===== config.mk =====
export PLATFORM = sky130hd
export DESIGN_NAME = wb_ram_slave_flat
export DESIGN_NICKNAME = d
export VERILOG_FILES = /design/src/rtl/wb_pkg.sv /design/src/rtl/wb_ram_slave_if.sv /design/src/rtl/wb_burst_adr_next.sv /design/src/rtl/wb_ram_slave.sv /design/src/flat_wrapper.sv
export SDC_FILE = /design/constraint.sdc
export NUM_CORES = 1
export LEC_CHECK = 0
export BUFFER_PORTS_ARGS = -buffer_cell sky130_fd_sc_hd__buf_2
export CORE_AREA = 4 4 72 74
export CTS_CLUSTER_SIZE = 30
export DETAILED_ROUTE_END_ITERATION = 10
export DIE_AREA = 0 0 76 78
export PLACE_DENSITY = 0.73
export SETUP_SLACK_MARGIN = 0.15
export SLEW_MARGIN = 10
export SYNTH_ARGS = -nofsm -noshare
export SYNTH_HDL_FRONTEND = slang
export SYNTH_HIERARCHICAL = 1
export SYNTH_SLANG_ARGS = --single-unit

===== constraint.sdc =====
create_clock -name clk_i -period 2.4 [get_ports clk_i]
set_input_delay 0.12 -clock clk_i [delete_from_list [all_inputs] [get_ports clk_i]]
set_output_delay 0.12 -clock clk_i [all_outputs]
set_load 0.01 [all_outputs]

===== src/rtl/wb_pkg.sv =====
// Shared types for the Wishbone RAM slave: cycle/burst type encodings and FSM states.
// Pure declarations, no logic.
package wb_pkg;

    localparam int RAM_AW = 12;

    typedef enum logic [2:0] {
        CTI_CLASSIC = 3'b000,
        CTI_CONST   = 3'b001,
        CTI_INCR    = 3'b010,
        CTI_EOB     = 3'b111
    } cti_e;

    typedef enum logic [1:0] {
        BTE_LINEAR = 2'b00,
        BTE_WRAP4  = 2'b01,
        BTE_WRAP8  = 2'b10,
        BTE_WRAP16 = 2'b11
    } bte_e;

    typedef enum logic [1:0] {
        ST_IDLE  = 2'b00,
        ST_ACK   = 2'b01,
        ST_ERR   = 2'b10,
        ST_BURST = 2'b11
    } state_e;

endpackage


===== src/rtl/wb_ram_slave_if.sv =====
// Wishbone B3 slave-side bus bundle; signal names are from the slave's point of view.
// Master modport drives requests, slave modport drives responses.
interface wb_ram_slave_if;
    logic        wb_cyc_i;
    logic        wb_stb_i;
    logic        wb_we_i;
    logic [31:0] wb_adr_i;
    logic [3:0]  wb_sel_i;
    logic [31:0] wb_dat_i;
    logic [2:0]  wb_cti_i;
    logic [1:0]  wb_bte_i;
    logic [31:0] wb_dat_o;
    logic        wb_ack_o;
    logic        wb_err_o;

    modport slave (
        input  wb_cyc_i, wb_stb_i, wb_we_i, wb_adr_i, wb_sel_i, wb_dat_i, wb_cti_i, wb_bte_i,
        output wb_dat_o, wb_ack_o, wb_err_o
    );

    modport master (
        output wb_cyc_i, wb_stb_i, wb_we_i, wb_adr_i, wb_sel_i, wb_dat_i, wb_cti_i, wb_bte_i,
        input  wb_dat_o, wb_ack_o, wb_err_o
    );
endinterface


===== src/rtl/wb_burst_adr_next.sv =====
// Next word address of an incrementing burst: linear wraps at 4096 words, wrapN only moves the low bits.
// Purely combinational, no handshake.
module wb_burst_adr_next
    import wb_pkg::*;
(
    input  logic [RAM_AW-1:0] adr_i,
    input  bte_e              bte_i,
    output logic [RAM_AW-1:0] adr_o
);
    always_comb begin
        adr_o = adr_i + 12'd1;
        case (bte_i)
            BTE_WRAP4:  adr_o = {adr_i[11:2], adr_i[1:0] + 2'd1};
            BTE_WRAP8:  adr_o = {adr_i[11:3], adr_i[2:0] + 3'd1};
            BTE_WRAP16: adr_o = {adr_i[11:4], adr_i[3:0] + 4'd1};
            default:    adr_o = adr_i + 12'd1;
        endcase
    end
endmodule


===== src/rtl/wb_ram_slave.sv =====
// Wishbone B3 slave in front of a 16 KiB single-port synchronous RAM owned by the parent.
// Singles ack one cycle after the strobe; incrementing read bursts ack every cycle; misses get err.
module wb_ram_slave
    import wb_pkg::*;
#(
    parameter logic [31:0] BASE_ADR = 32'h0000_0000
) (
    input  logic              clk_i,
    input  logic              rst_i,
    wb_ram_slave_if.slave     wb,
    output logic              ram_we_o,
    output logic [RAM_AW-1:0] ram_adr_o,
    output logic [3:0]        ram_be_o,
    output logic [31:0]       ram_dat_o,
    input  logic [31:0]       ram_dat_i
);
    state_e            state_q;
    state_e            state_d;
    logic              req;
    logic              hit;
    logic              burst_ack;
    logic [RAM_AW-1:0] word_adr;
    logic [RAM_AW-1:0] word_adr_nxt;
    logic              ack;
    logic              err;
    logic              ram_we;
    logic [RAM_AW-1:0] ram_adr;
    logic              unused_adr_lsb;

    assign req            = wb.wb_cyc_i & wb.wb_stb_i;
    assign hit            = (wb.wb_adr_i[31:14] == BASE_ADR[31:14]);
    assign word_adr       = wb.wb_adr_i[13:2];
    assign burst_ack      = req & ~wb.wb_we_i & hit;
    assign unused_adr_lsb = ^wb.wb_adr_i[1:0];

    wb_burst_adr_next u_adr_next (
        .adr_i (word_adr),
        .bte_i (bte_e'(wb.wb_bte_i)),
        .adr_o (word_adr_nxt)
    );

    always_ff @(posedge clk_i) begin
        if (rst_i) begin
            state_q <= ST_IDLE;
        end else begin
            state_q <= state_d;
        end
    end

    always_comb begin
        state_d = state_q;
        case (state_q)
            ST_IDLE: begin
                if (req) begin
                    if (!hit) begin
                        state_d = ST_ERR;
                    end else if (wb.wb_we_i || (wb.wb_cti_i != CTI_INCR)) begin
                        state_d = ST_ACK;
                    end else begin
                        state_d = ST_BURST;
                    end
                end
            end
            ST_ACK:  state_d = ST_IDLE;
            ST_ERR:  state_d = ST_IDLE;
            ST_BURST: begin
                // Any master wait, write or miss drops back; the next strobe restarts from IDLE.
                if (!burst_ack || (wb.wb_cti_i == CTI_EOB)) begin
                    state_d = ST_IDLE;
                end
            end
            default: state_d = ST_IDLE;
        endcase
    end

    always_comb begin
        ack     = 1'b0;
        err     = 1'b0;
        ram_we  = 1'b0;
        ram_adr = word_adr;
        case (state_q)
            ST_IDLE:  ram_we = req & wb.wb_we_i & hit;
            ST_ACK:   ack    = req;
            ST_ERR:   err    = req;
            ST_BURST: begin
                ack = burst_ack;
                // Prefetch the following beat so the RAM output lines up with the next ack.
                if (burst_ack) begin
                    ram_adr = word_adr_nxt;
                end
            end
            default: ;
        endcase
        if (rst_i) begin
            ack    = 1'b0;
            err    = 1'b0;
            ram_we = 1'b0;
        end
    end

    assign wb.wb_ack_o = ack;
    assign wb.wb_err_o = err;
    assign wb.wb_dat_o = ram_dat_i;
    assign ram_we_o    = ram_we;
    assign ram_adr_o   = ram_adr;
    assign ram_be_o    = wb.wb_sel_i;
    assign ram_dat_o   = wb.wb_dat_i;
endmodule


===== src/flat_wrapper.sv =====
// flat-port wrapper written by rule: the top's interface ports become plain ports
module wb_ram_slave_flat import wb_pkg::*;
#(
    parameter logic [31:0] BASE_ADR = 32'h0000_0000
)
  (clk_i, rst_i, ram_we_o, ram_adr_o, ram_be_o, ram_dat_o, ram_dat_i, wb_wb_cyc_i, wb_wb_stb_i, wb_wb_we_i, wb_wb_adr_i, wb_wb_sel_i, wb_wb_dat_i, wb_wb_cti_i, wb_wb_bte_i, wb_wb_dat_o, wb_wb_ack_o, wb_wb_err_o);
  wb_ram_slave_if wb_i ();
  input  logic clk_i;
  input  logic rst_i;
  output logic ram_we_o;
  output logic [RAM_AW-1:0] ram_adr_o;
  output logic [3:0] ram_be_o;
  output logic [31:0] ram_dat_o;
  input  logic [31:0] ram_dat_i;
  input wire logic [$bits(wb_i.wb_cyc_i)-1:0] wb_wb_cyc_i;
  input wire logic [$bits(wb_i.wb_stb_i)-1:0] wb_wb_stb_i;
  input wire logic [$bits(wb_i.wb_we_i)-1:0] wb_wb_we_i;
  input wire logic [$bits(wb_i.wb_adr_i)-1:0] wb_wb_adr_i;
  input wire logic [$bits(wb_i.wb_sel_i)-1:0] wb_wb_sel_i;
  input wire logic [$bits(wb_i.wb_dat_i)-1:0] wb_wb_dat_i;
  input wire logic [$bits(wb_i.wb_cti_i)-1:0] wb_wb_cti_i;
  input wire logic [$bits(wb_i.wb_bte_i)-1:0] wb_wb_bte_i;
  output wire logic [$bits(wb_i.wb_dat_o)-1:0] wb_wb_dat_o;
  output wire logic [$bits(wb_i.wb_ack_o)-1:0] wb_wb_ack_o;
  output wire logic [$bits(wb_i.wb_err_o)-1:0] wb_wb_err_o;
  assign wb_i.wb_cyc_i = wb_wb_cyc_i;
  assign wb_i.wb_stb_i = wb_wb_stb_i;
  assign wb_i.wb_we_i = wb_wb_we_i;
  assign wb_i.wb_adr_i = wb_wb_adr_i;
  assign wb_i.wb_sel_i = wb_wb_sel_i;
  assign wb_i.wb_dat_i = wb_wb_dat_i;
  assign wb_i.wb_cti_i = wb_wb_cti_i;
  assign wb_i.wb_bte_i = wb_wb_bte_i;
  assign wb_wb_dat_o = wb_i.wb_dat_o;
  assign wb_wb_ack_o = wb_i.wb_ack_o;
  assign wb_wb_err_o = wb_i.wb_err_o;
  wb_ram_slave #(.BASE_ADR(BASE_ADR)) u_core (.clk_i(clk_i), .rst_i(rst_i), .wb(wb_i), .ram_we_o(ram_we_o), .ram_adr_o(ram_adr_o), .ram_be_o(ram_be_o), .ram_dat_o(ram_dat_o), .ram_dat_i(ram_dat_i));
endmodule

After elaboration in Yosys (flattened, before gate mapping)
Index checks and enable logic that the tools add are counted.

Register bits: 2. Bits in latches: 0. Memory bits (writable): 0. ROM bits: 0. Bits of input ports: 110. Output and inout bits: 83. Word-level logic and storage cells: 42. Memories kept: 0.

Add/subtract/negate cells: 4. Multipliers: 0. Divide/modulo/power cells: 0. Order comparisons: 0. Equal/unequal tests: 10. Shifts and indexed selects: 0. Mux-type cells: 14. Bitwise logic cells: 6. Reduce and logical (&&, ||, !) cells: 7.

Operators with widths (count): $pmux W12 S3 (1); $mux W12 (2); $logic_not A18 Y1 (1); $add A12 B1 Y12 const B (1); $eq A2 B2 Y1 const B (4); $mux W2 (4); $pmux W2 S3 (1); $and A1 B1 Y1 (5); $mux W1 (5); $add A4 B1 Y4 const B (1); $eq A2 B1 Y1 const B (2); $ne A2 B1 Y1 const B (2); $add A3 B1 Y3 const B (1); $eq A3 B3 Y1 const B (1); $ne A3 B2 Y1 const B (1); $add A2 B1 Y2 const B (1); $logic_not A2 Y1 (1); $logic_or A1 B1 Y1 (2); $pmux W1 S2 (1); $reduce_and A2 Y1 (1); $reduce_or A2 Y1 (1); $logic_not A1 Y1 (1); $not A1 Y1 (1).

Depth between registers and ports, before layout
Gate-level depths: netlist (run 1).

Word-level depth: 7. Depth in mapped cells: 5.

Hierarchy
The synthesis (run 1) kept the hierarchy.

By module, submodules not included: wb_ram_slave (times used 1, cells an instance 107, area an instance 860.8 um^2); wb_burst_adr_next (times used 1, cells an instance 31, area an instance 224.0 um^2).

Worst setup path after synthesis (run 1)
OpenSTA, ideal clock, no wires.

Path type: input port to output port. From: in wb_wb_adr_i[22]. To: out ram_adr_o[10]. Arrival: 1.478 ns. Data required time: 2.280 ns. Setup slack: 0.802 ns. Stages on the path: 5. Cell sequence: nor4_1 nand3_1 nor4_4 buf_6 mux2_2.

Word-level cells in the longest chain between the ends: 4.

RTL lines: start: declaration (line flat_wrapper.sv:18) `input wire logic [$bits(wb_i.wb_adr_i)-1:0] wb_wb_adr_i;`; $logic_not A18 Y1 (line wb_ram_slave.sv:31) `assign hit = (wb.wb_adr_i[31:14] == BASE_ADR[31:14]);`; $and A1 B1 Y1 (line wb_ram_slave.sv:33) `assign burst_ack = req & ~wb.wb_we_i & hit;`; $mux W12 (line wb_ram_slave.sv:88) `if (burst_ack) begin`; $mux W12 (line wb_ram_slave.sv:81) `case (state_q)`; end: declaration (line flat_wrapper.sv:11) `output logic [RAM_AW-1:0] ram_adr_o;`.

Every way passes these cells.

Worst setup path after layout (run 1)
From: in wb_wb_adr_i[18]. To: out ram_adr_o[1].

The elaborated chain is that of the path after synthesis.

==> impl_summary.txt, run 1 <==
----------------------------------------------------
[Layout]
  Cell area after layout ... around 940 um^2
  Share of layout cells above drive strength 1 ... 0.579
  Layout fillers ... 513
  Top reg by flops ... u_core/state_q
  Number of non-filler instances in the completed layout ... 180
  Area Growth Syn to Fin ... -13.1%
  Largest registers ... u_core/state_q x2
  Antenna cells ... 0
  Number of flip-flops under the largest register name ... 2
  Number of nets at the end of the flow ... around 240

[Worst setup path]
  Largest fanout of any net on the critical path ... 13
  Standard cell with the maximum stage delay on the critical path ... mux2_2
  Cell breakdown of the critical path ... buf_2 > nor4_1 > nand3_1 > nor4_4 > buf_4 > mux2_2 > buf_2
  Delay of the slowest cell on the worst path ... around 0.36 ns
  Critical Path AT ... around 1.8 ns
  Worst Setup Path Type ... in2out
  Kind of launch point of the worst setup path ... input pin
  Critical path required time ... between 2 and 2.5 ns
  Worst Setup End Kind ... output pin
  Most Frequent Cell on Critical Path ... buf_2

[Synth]
  Fraction of synthesized area in multiplexers ... 0.125
  Share of the synthesized area in compound gates (AO/OA/AOI/OAI) ... 0.0450
  Dominant combinational cell family by area after synthesis ... buffers and inverters
  Flip-flop and latch count after synthesis ... 2
  Top cell type's share of synthesized area ... 0.478
  Sequential share of the synthesized area ... 0.0369
  Synth cell types ... 26
  Count of mapped cells out of synthesis ... 138
  Warning count from the yosys run ... 6
  Syn Nets ... about 250
  Xor/xnor share of the synthesized area ... 0.0888
  Yosys top cell by area ... buf_4
  Cell types occupying the most area after synthesis ... buf_4, mux2_2, xnor2_1
  Netlist Area Pre-Place ... 0.00108 mm^2
  Post-Synthesis Mean Instance Area ... around 7.9 um^2
  Arithmetic-cell share of the synthesized area counting full adders, half adders and majority gates ... 0.0115
  Area share of and/or/nand/nor cells after synthesis ... 0.198

[Global routing]
  Largest net degree at the start of global routing ... 14
  Vias in the first global route ... 839
  Number of antenna violations at the first check in global routing ... 0
  GRT Util Overall ... 0.0858
  Global-route wire length before repair ... 4.11 mm
  Overflow after GRT ... 0

[Job]
  Number of maximum-capacitance constraint violations ... 0

[Floorplan]
  Die Wd ... 76 um
  Effective utilization at floorplan ... 0.236
  Area of the die ... ~0.006 mm^2
  # IOs ... about 190
  Vertical extent of the die ... 78 um
  Floorplan row count ... 25
  Placeable core region ... roughly 0.0046 mm^2

[Timing]
  Clock skew ... between 0.001 and 0.0015 ns
  Total negative slack for setup checks ... 0 ns
  Share of the cycle needed by the critical path after routing ... 0.786
  Achievable Freq ... approximately 530 MHz
  Final number of max-transition violations ... 0
  Pin slew with the least headroom to its limit ... about 0.32 ns
  Worst relative slew slack ... 0.787
  Finish-stage setup viols ... 0
  Unrepaired setup endpoints after global routing ... no
  Clock period minus worst slack ... 1.89 ns
  Hold Vio Cnt, Final ... 0

[Clock network]
  Cell chosen for the clock root ... clkbuf_8
  CTS tree ... done
  Clk_lat worst skew ... about 0.21 ns
  Clock Path Buffers ... 2
  CTS clk-pin slew, worst paths ... around 0.03 ns
  # resized after CTS ... 0
  Post-CTS setup-driven buffer insertion count ... 0
  H-tree depth ... 1
  CTS Sinks ... 2
  Number of buffers added by the clock tree synthesis step ... 3
  Hold_buf cts ... 0

[Routing]
  Number of remaining DRC errors ... 0
  Average detailed-routed wire length per instance ... between 10 and 15 um
  Length of the first detailed-routing pass in iterations ... 2
  Remaining antenna violation count ... 0
  Initial DRC count ... 12
  Routed via count divided by cell count ... approximately 4.6
  Overall routed net length ... between 2 and 3 mm
  Via count ... about 830

[Place]
  Quantity of I/O buffers inserted on ports ... 54
  Placed cell area ... about 900 um^2
  HPWL Detailed ... about 2.4 mm
  Weighted congestion reported at the end of routability-driven placement ... 0.711
  Number of placed instances, taps included ... 177

[Status]
  Run status ... finished, final reports clean

[Power]
  Leak pwr ... roughly 0.42 nW
  Peak supply drop ... 0.114 mV
  Power per standard cell area ... 277 mW/mm^2

[Worst hold path]
  Path type of the worst min-delay path ... in2reg

----------------------------------------------------
## report_power, final
group | internal (mW) | switching, mW | total [mW]
registers | 0.0343 | 0.000877 | 0.0351
logic | 0.0525 | 0.0441 | 0.0967
clock network | 0.106 | 0.0233 | 0.129
total | 0.193 | 0.0683 | 0.261
## cell usage after synthesis
library cell / number
mux2_2: 12
dfxtp_1: 2
a311o_1: 1
nor4_1: 5
ha_1: 1
and4_1: 1
nor4_4: 1
and4bb_1: 1
nand4_1: 4
xnor2_1: 11
and2_1: 2
buf_6: 1
nor4b_1: 2
o21ai_1: 1
nand2_1: 4
o31a_1: 1
o21ba_2: 1
and3_1: 2
nand2b_1: 1
buf_4: 69
nand3_1: 6
o31ai_1: 2
nor3_1: 1
nor2_1: 3
inv_1: 2
or2_2: 1
## worst max-delay path, delay by kind of cell
family / cells / cell delay, ns
multiplexers: 1 / 0.36
buffers and inverters: 3 / 0.50
AND/OR/NAND/NOR: 3 / 0.80
## per-layer routing
layer | part of all wire | vias up | GRT usage
met5 | 0 | - | 0
met1 | 0.28 | 347 | 0.0651
met4 | 0.071 | 0 | 0.0801
met3 | 0.16 | 37 | 0.0464
li1 | - | 380 | -
met2 | 0.49 | 69 | 0.152
## path summary, 6_finish.rpt
check | from | to | slack [ns] | cells past startpoint
setup / recovery | wb_wb_adr_i[18] | ram_adr_o[1] | 0.51 | 7
setup reg to reg | u_core/state_q[0]$_SDFFE_PP0P_ | u_core/state_q[0]$_SDFFE_PP0P_ | 1.19 | 4
hold reg to reg | u_core/state_q[0]$_SDFFE_PP0P_ | u_core/state_q[0]$_SDFFE_PP0P_ | 0.59 | 2
hold / removal | rst_i | u_core/state_q[0]$_SDFFE_PP0P_ | 0.15 | 2
## area by class of cell
| cell class | count | area (um^2) | area share |
|---|---|---|---|
| multi-input combinational | 64 | 508 | 0.539 |
| timing repair buffer | 55 | 278 | 0.295 |
| tap | 54 | 67.6 | 0.0717 |
| clock buffer | 3 | 41.3 | 0.0438 |
| sequential | 2 | 40.0 | 0.0425 |
| inverter | 2 | 7.51 | 0.00797 |
## per-stage QoR
step           setup slack, ns  total power, mW  utilization  hold WS [ns]
6_report                 0.514            0.261        0.205         0.149
2_1_floorplan            0.802            0.193            -         0.197
5_1_grt                  0.320            0.281        0.205         0.160
4_1_cts                  0.468            0.266        0.205         0.146
3_5_place_dp             0.476            0.134        0.196         0.240
3_3_place_gp             0.499            0.132        0.196         0.240
## cells by family after synthesis
| logic type | Yosys count |
|---|---|
| compound gates | 6 |
| simple gates | 34 |
| xor+xnor | 11 |
| fa+ha+maj | 1 |
| flops | 2 |
| buf+inv | 72 |
| mux | 12 |
## cells in the final DEF (no fill, tap or decap), types with 2 or more instances in the layout
| cell | Yosys | layout |
|---|---|---|
| nand4_1 | 4 | 4 |
| nor4b_1 | 2 | 2 |
| nand3_1 | 6 | 6 |
| xnor2_1 | 11 | 11 |
| nor4_1 | 5 | 5 |
| and3_1 | 2 | 2 |
| dfxtp_1 | 2 | 2 |
| mux2_2 | 12 | 12 |
| clkbuf_8 | 0 | 3 |
| inv_1 | 2 | 2 |
| nor2_1 | 3 | 3 |
| and2_1 | 2 | 2 |
| o31ai_1 | 2 | 2 |
| buf_2 | 0 | 54 |
| nand2_1 | 4 | 4 |
Note: power is estimated with default switching activity, not from simulation.
==> run 2, diff against run 1 <==
--- a/config.mk
+++ b/config.mk
@@ -6,11 +6,11 @@
 export NUM_CORES = 1
 export LEC_CHECK = 0
 export BUFFER_PORTS_ARGS = -buffer_cell sky130_fd_sc_hd__buf_2
-export CORE_AREA = 4 4 72 74
+export CORE_AREA = 4 4 73 75
 export CTS_CLUSTER_SIZE = 30
 export DETAILED_ROUTE_END_ITERATION = 10
-export DIE_AREA = 0 0 76 78
-export PLACE_DENSITY = 0.73
+export DIE_AREA = 0 0 77 79
+export PLACE_DENSITY = 0.71
 export SETUP_SLACK_MARGIN = 0.15
 export SLEW_MARGIN = 10
 export SYNTH_ARGS = -nofsm -noshare
==> constraint.sdc (replaced) <==
create_clock -name clk_i -period 1.9 [get_ports clk_i]
set_input_delay 0.095 -clock clk_i [delete_from_list [all_inputs] [get_ports clk_i]]
set_output_delay 0.095 -clock clk_i [all_outputs]
set_load 0.01 [all_outputs]
==> run 2 against run 1 <==
Sequential share of layout area fell by 0.35 points. Global-route usage fell by 0.12 points. Cell area rose by 22%. Sequential power rose by 23%. Cell count rose by 2.8%.
==> impl_summary.txt, run 2 (same netlist as run 1, synthesis figures left out) <==
----------------------------------------------------
[Status]
  Run status ... finished, final reports clean

[Timing]
  Finish-stage setup viols ... 0 (unchanged)
  Hold Vio Cnt, Final ... 0 (unchanged)
  Worst relative slew slack ... 0.701 (-0.0859)
  Share of the cycle needed by the critical path after routing ... 0.930
  Final number of max-transition violations ... 0 (unchanged)
  Pin slew with the least headroom to its limit ... 0.445 ns (+0.128 ns)
  Unrepaired setup endpoints after global routing ... yes
  Achievable Freq ... between 500 and 600 MHz
  Total negative slack for setup checks ... 0 ns (unchanged)
  Minimum setup slack in the final design ... 0.133 ns (-0.381 ns)
  Clock skew ... 0.00266 ns (+0.00127 ns)
  Clock period minus worst slack ... ~1.8 ns

[Floorplan]
  # IOs ... 193 (unchanged)
  Area of the die ... 0.00608 mm^2 (+2.6%)
  Placeable core region ... 0.00466 mm^2 (+1.4%)
  Floorplan row count ... 25 (unchanged)
  Effective utilization at floorplan ... 0.233 (-0.00317)
  Die Wd ... 77 um (+1.3%)
  Vertical extent of the die ... 79 um (+1.3%)

[Layout]
  Layout fillers ... 503 (-1.9%)
  Number of non-filler instances in the completed layout ... 185 (+2.8%)
  Commonest non-fill, non-tap cell in the layout ... buf_2
  Largest registers ... u_core/state_q x2
  Share of layout cells above drive strength 1 ... 0.626 (+0.0466)
  Number of nets at the end of the flow ... 244 (+2.1%)
  Antenna cells ... 0 (unchanged)
  Commonest non-fill, non-tap cells in the layout ... buf_2, buf_6, mux2_4, xnor2_1, nand3_1
  Area Growth Syn to Fin ... 6.34%
  Number of flip-flops under the largest register name ... 2 (unchanged)
  Top reg by flops ... u_core/state_q
  Post-route core utilization ... 0.248 (+0.0426)

[Global routing]
  Met2 capacity usage during global routing ... 0.135 (-0.0165)
  Global-route wire length before repair ... 4.03 mm (-1.9%)
  Met1 usage ... 0.0708 (+0.00579)
  Most Crowded Layer GR ... met2
  Vias in the first global route ... 864 (+3.0%)
  GRT Util Overall ... 0.0847 (-0.00119)
  Overflow after GRT ... 0 (unchanged)
  Number of antenna violations at the first check in global routing ... 0 (unchanged)
  Largest net degree at the start of global routing ... 14 (unchanged)
  Global-route track usage on met3 ... 0.0317 (-0.0147)

[Clock network]
  CTS tree ... done
  CTS clk-pin slew, worst paths ... 0.03 ns (about the same)
  Clock Path Buffers ... 2 (unchanged)
  Hold_buf cts ... 0 (unchanged)
  H-tree depth ... 1 (unchanged)
  Cell chosen for the clock root ... clkbuf_8
  Number of buffers added by the clock tree synthesis step ... 3 (unchanged)
  Clk_lat worst skew ... 0.22 ns (about the same)
  CTS Sinks ... 2 (unchanged)

[Routing]
  Initial DRC count ... 1 (-11)
  Length of the first detailed-routing pass in iterations ... 2 (unchanged)
  Via count ... 835 (+0.24%)
  Remaining antenna violation count ... 0 (unchanged)
  Number of remaining DRC errors ... 0 (unchanged)
  Overall routed net length ... 2.83 mm (+5.4%)
  Average detailed-routed wire length per instance ... 15.3 um (+2.6%)
  Routed via count divided by cell count ... 4.51 (-2.5%)

[Place]
  Worst-case setup slack after placement ... 0.0848 ns (-0.392 ns)
  Weighted congestion reported at the end of routability-driven placement ... 0.702 (-1.3%)
  Number of placed instances, taps included ... 177 (unchanged)
  HPWL Detailed ... 2.08 mm (-12%)
  Quantity of I/O buffers inserted on ports ... 54 (unchanged)

[Worst setup path]
  Critical path required time ... 1.80 ns (-0.48 ns)
  Setup crit start ... u_core/state_q[0]$_SDFFE_PP0P_
  Worst Setup Path Type ... reg2out
  Worst Setup End Kind ... output pin
  Critical R2R Launch ... u_core/state_q[0]$_SDFFE_PP0P_
  Buf/Inv on CP ... 3 (unchanged)
  Critical Path AT ... 1.67 ns (-0.10 ns)
  Delay of the slowest cell on the worst path ... 0.36 ns (about the same)
  Largest delay contributor family on the critical path ... buffers and inverters
  Standard cell with the maximum stage delay on the critical path ... dfxtp_4
  Cell breakdown of the critical path ... nand3_4 > nor4_4 > buf_4 > clkbuf_16 > mux2_4 > buf_6
  Largest fanout of any net on the critical path ... 6 (-7)
  Kind of launch point of the worst setup path ... flop

[Job]
  Number of maximum-capacitance constraint violations ... 0 (unchanged)

[Power]
  Final Power ... 0.371 mW (+42%)
  Leak pwr ... 0.518 nW (+23%)
  Power per standard cell area ... 322 mW/mm^2 (+16%)
  Peak supply drop ... 0.324 mV (+180%)

[Worst hold path]
  Worst hold path startpoint ... rst_i
  Path type of the worst min-delay path ... in2reg

----------------------------------------------------
-- run 2: path summary, 6_finish.rpt --
path                                     to  slack [ns]  cells after the start
max                           ram_adr_o[11]        0.13                      6
min          u_core/state_q[0]$_SDFFE_PP0P_        0.11                      2
max reg2reg  u_core/state_q[1]$_SDFFE_PP0P_        0.77                      3
min reg2reg  u_core/state_q[0]$_SDFFE_PP0P_        0.57                      2
-- run 2: per-stage QoR --
stage               hold slack, ns  instance area (um^2)
floorplan                    0.172                  1080
global placement             0.190                   913
detailed placement           0.190                   913
CTS                          0.109                   975
global route                 0.120                  1150
finish                       0.106                  1150
-- run 2: per-layer routing --
metal	part of all wire	routed length (um)
met5	0	0
met4	0.095	269
met3	0.11	308
met2	0.45	1280
met1	0.34	968
-- run 2: power breakdown --
| part | internal (mW) | switching [mW] | leakage, nW |
|---|---|---|---|
| registers | 0.0420 | 0.00102 | 0.0175 |
| clock network | 0.135 | 0.0418 | 0.0216 |
| logic | 0.0894 | 0.0624 | 0.479 |
-- run 2: what timing repair did --
item,4_1_cts,5_1_grt
pin swaps,2,3
gates cloned,0,1
setup endpoints to repair,12,12
buffers inserted,2,2
gates resized for setup,1,29
-- run 2: layout make-up --
class	instances	area, um^2	share of cell area
multi-input combinational	64	572	0.496
timing repair buffer	60	420	0.364
sequential	2	45.0	0.0390
inverter	2	7.51	0.00651
clock buffer	3	41.3	0.0358
tap	54	67.6	0.0586
==> run 3, diff against run 2 <==
--- a/config.mk
+++ b/config.mk
@@ -6,11 +6,13 @@
 export NUM_CORES = 1
 export LEC_CHECK = 0
 export BUFFER_PORTS_ARGS = -buffer_cell sky130_fd_sc_hd__buf_2
-export CORE_AREA = 4 4 73 75
+export CELL_PAD_IN_SITES_DETAIL_PLACEMENT = 0
+export CELL_PAD_IN_SITES_GLOBAL_PLACEMENT = 1
+export CORE_MARGIN = 4
+export CORE_UTILIZATION = 15
 export CTS_CLUSTER_SIZE = 30
 export DETAILED_ROUTE_END_ITERATION = 10
-export DIE_AREA = 0 0 77 79
-export PLACE_DENSITY = 0.71
+export PLACE_DENSITY_LB_ADDON = 0.1
 export SETUP_SLACK_MARGIN = 0.15
 export SLEW_MARGIN = 10
 export SYNTH_ARGS = -nofsm -noshare
==> run 3 against run 2 <==
Maximum frequency increased by 1.5%. Register-to-register slack got worse by 0.03 ns. Sequential power increased by 3%. Combinational power increased by 9%. Setup slack improved by 0.026 ns. Critical endpoint is now ram_adr_o[5].
==> impl_summary.txt, run 3 (same netlist as run 1, synthesis figures left out) <==
----------------------------------------------------
[Layout]
  Number of nets at the end of the flow ... 246 (+0.82%)
  Largest registers ... u_core/state_q x2
  Commonest non-fill, non-tap cell in the layout ... buf_2
  Area used by multi-input combinational logic ... 606 um^2 (+5.9%)
  Antenna cells ... 0 (unchanged)
  Share of layout cells above drive strength 1 ... 0.654 (+0.0282)
  Cell area after layout ... 0.00125 mm^2 (+8.1%)
  Post-route core utilization ... 0.181 (-0.0669)
  Number of non-filler instances in the completed layout ... 229 (+24%)
  Sequential standard cell area ... 41.3 um^2 (-8.3%)
  Area Growth Syn to Fin ... 15.0%
  Commonest non-fill, non-tap cells in the layout ... buf_2, buf_6, mux2_4, xnor2_1, buf_4
  Top reg by flops ... u_core/state_q
  Layout fillers ... 820 (+63%)
  Number of flip-flops under the largest register name ... 2 (unchanged)

[Routing]
  Routed via count divided by cell count ... 3.82 (-15%)
  Length of the first detailed-routing pass in iterations ... 4 (+2)
  Average detailed-routed wire length per instance ... 13.2 um (-14%)
  Remaining antenna violation count ... 0 (unchanged)
  Via count ... 875 (+4.8%)
  Initial DRC count ... 5 (+4)
  Overall routed net length ... 3.02 mm (+6.7%)
  Number of remaining DRC errors ... 0 (unchanged)

[Worst setup path]
  Worst Setup Path Type ... in2out
  Kind of launch point of the worst setup path ... input pin
  Delay of the slowest cell on the worst path ... 0.31 ns (-0.05 ns)
  Standard cell with the maximum stage delay on the critical path ... mux2_4
  Cell breakdown of the critical path ... buf_6 > nor4_2 > nand3_2 > nor4_4 > buf_4 > buf_4 > mux2_4 > buf_6
  Worst Setup End Kind ... output pin
  Critical Path AT ... 1.65 ns (-0.02 ns)
  Buf/Inv on CP ... 4 (+1)
  Largest delay contributor family on the critical path ... simple AND/OR/NAND/NOR gates
  Critical path required time ... 1.80 ns (about the same)
  Largest fanout of any net on the critical path ... 4 (-2)

[Clock network]
  CTS clk-pin slew, worst paths ... 0.03 ns (about the same)
  H-tree depth ... 1 (unchanged)
  Cell chosen for the clock root ... clkbuf_8
  CTS Sinks ... 2 (unchanged)
  Number of buffers added by the clock tree synthesis step ... 3 (unchanged)
  CTS tree ... done
  Hold_buf cts ... 0 (unchanged)
  Clock Path Buffers ... 2 (unchanged)
  Clk_lat worst skew ... 0.21 ns (about the same)

[Power]
  Clock network fraction of design power ... 0.442 (-0.033)
  Sequential cell fraction of total power ... 0.119 (+0.003)
  Leak pwr ... 0.531 nW (+2.5%)
  Logic pwr share ... 0.439 (+0.030)
  Peak supply drop ... 0.238 mV (-27%)
  Power per standard cell area ... 300 mW/mm^2 (-6.7%)
  Net switching power ... 0.102 mW (-3.1%)
  Internal power ... 0.273 mW (+2.5%)
  Share of total power consumed by net switching ... 0.272 (-0.0111)

[Floorplan]
  Area of the die ... 0.00866 mm^2 (+42%)
  Floorplan row count ... 30 (+20%)
  Effective utilization at floorplan ... 0.157 (-0.0757)
  Placeable core region ... 0.00691 mm^2 (+48%)
  Die Wd ... 93.0 um (+21%)
  # IOs ... 193 (unchanged)
  Vertical extent of the die ... 93.0 um (+18%)

[Status]
  Run status ... finished, final reports clean

[Place]
  Number of placed instances, taps included ... 220 (+24%)
  Quantity of I/O buffers inserted on ports ... 54 (unchanged)
  Weighted congestion reported at the end of routability-driven placement ... 0.681 (-3.0%)
  HPWL Detailed ... 2.45 mm (+18%)
  Placed cell area ... 961 um^2 (+5.2%)

[Timing]
  Final number of max-transition violations ... 0 (unchanged)
  Share of the cycle needed by the critical path after routing ... 0.916 (-0.0139)
  Hold WS ... 0.110 ns (+0.00359 ns)
  Achievable Freq ... 575 MHz (+1.5%)
  Pin slew with the least headroom to its limit ... 0.391 ns (-0.0538 ns)
  Clock skew ... 0.000666 ns (-0.00200 ns)
  Unrepaired setup endpoints after global routing ... yes
  Clock period minus worst slack ... 1.74 ns (-0.0264 ns)
  Finish-stage setup viols ... 0 (unchanged)
  Worst relative slew slack ... 0.737 (+0.0362)
  Hold Vio Cnt, Final ... 0 (unchanged)

[Global routing]
  Vias in the first global route ... 976 (+13%)
  GRT Util Overall ... 0.0637 (-0.0209)
  Overflow after GRT ... 0 (unchanged)
  Number of antenna violations at the first check in global routing ... 0 (unchanged)
  Largest net degree at the start of global routing ... 9 (-5)
  Global-route wire length before repair ... 4.56 mm (+13%)

[Job]
  Number of maximum-capacitance constraint violations ... 0 (unchanged)

[Worst hold path]
  Path type of the worst min-delay path ... in2reg

----------------------------------------------------
## run 3: power by group through the flow
stage               logic [mW]  clock network [mW]  registers (mW)
CTS                      0.161               0.171          0.0445
detailed placement       0.124                   0          0.0448
finish                   0.165               0.166          0.0445
global placement         0.125                   0          0.0450
global route             0.179               0.176          0.0447
floorplan                0.200                   0          0.0445
## run 3: layout make-up
class	instances	share of cell area
clock buffer	3	0.0331
inverter	2	0.00602
multi-input combinational	64	0.485
sequential	2	0.0331
tap	96	0.0963
timing repair buffer	62	0.346
## run 3: final timing paths
kind / start / end / slack [ns] / depth (start not counted)
worst max-delay path: wb_wb_adr_i[24] / ram_adr_o[5] / 0.16 / 8
worst min-delay path: rst_i / u_core/state_q[0]$_SDFFE_PP0P_ / 0.11 / 2
worst max register to register: u_core/state_q[0]$_SDFFE_PP0P_ / u_core/state_q[0]$_SDFFE_PP0P_ / 0.74 / 4
worst min register to register: u_core/state_q[1]$_SDFFE_PP0P_ / u_core/state_q[0]$_SDFFE_PP0P_ / 0.57 / 2
## run 3: what timing repair did
item                       in CTS  in global routing
buffers inserted                3                  2
setup endpoints to repair      12                 13
resized for setup              35                  4
pin swaps                       4                  2
cloned                          1                  0
## run 3: through the flow
stage          power, mW  worst slack [ns]    TNS, ns
4_1_cts            0.376             0.140          0
3_5_place_dp       0.169            0.0103          0
6_report           0.375             0.160          0
5_1_grt            0.399            0.0844          0
2_1_floorplan      0.244             0.352          0
3_3_place_gp       0.170         -0.000513  -0.000513
## run 3: metal layers
metal | wire [um] | up-vias | track usage
li1 | - | 394 | -
met1 | 1080 | 379 | 0.0631
met2 | 1460 | 62 | 0.112
met3 | 316 | 40 | 0.0193
met4 | 159 | 0 | 0.0464
met5 | 0 | - | 0
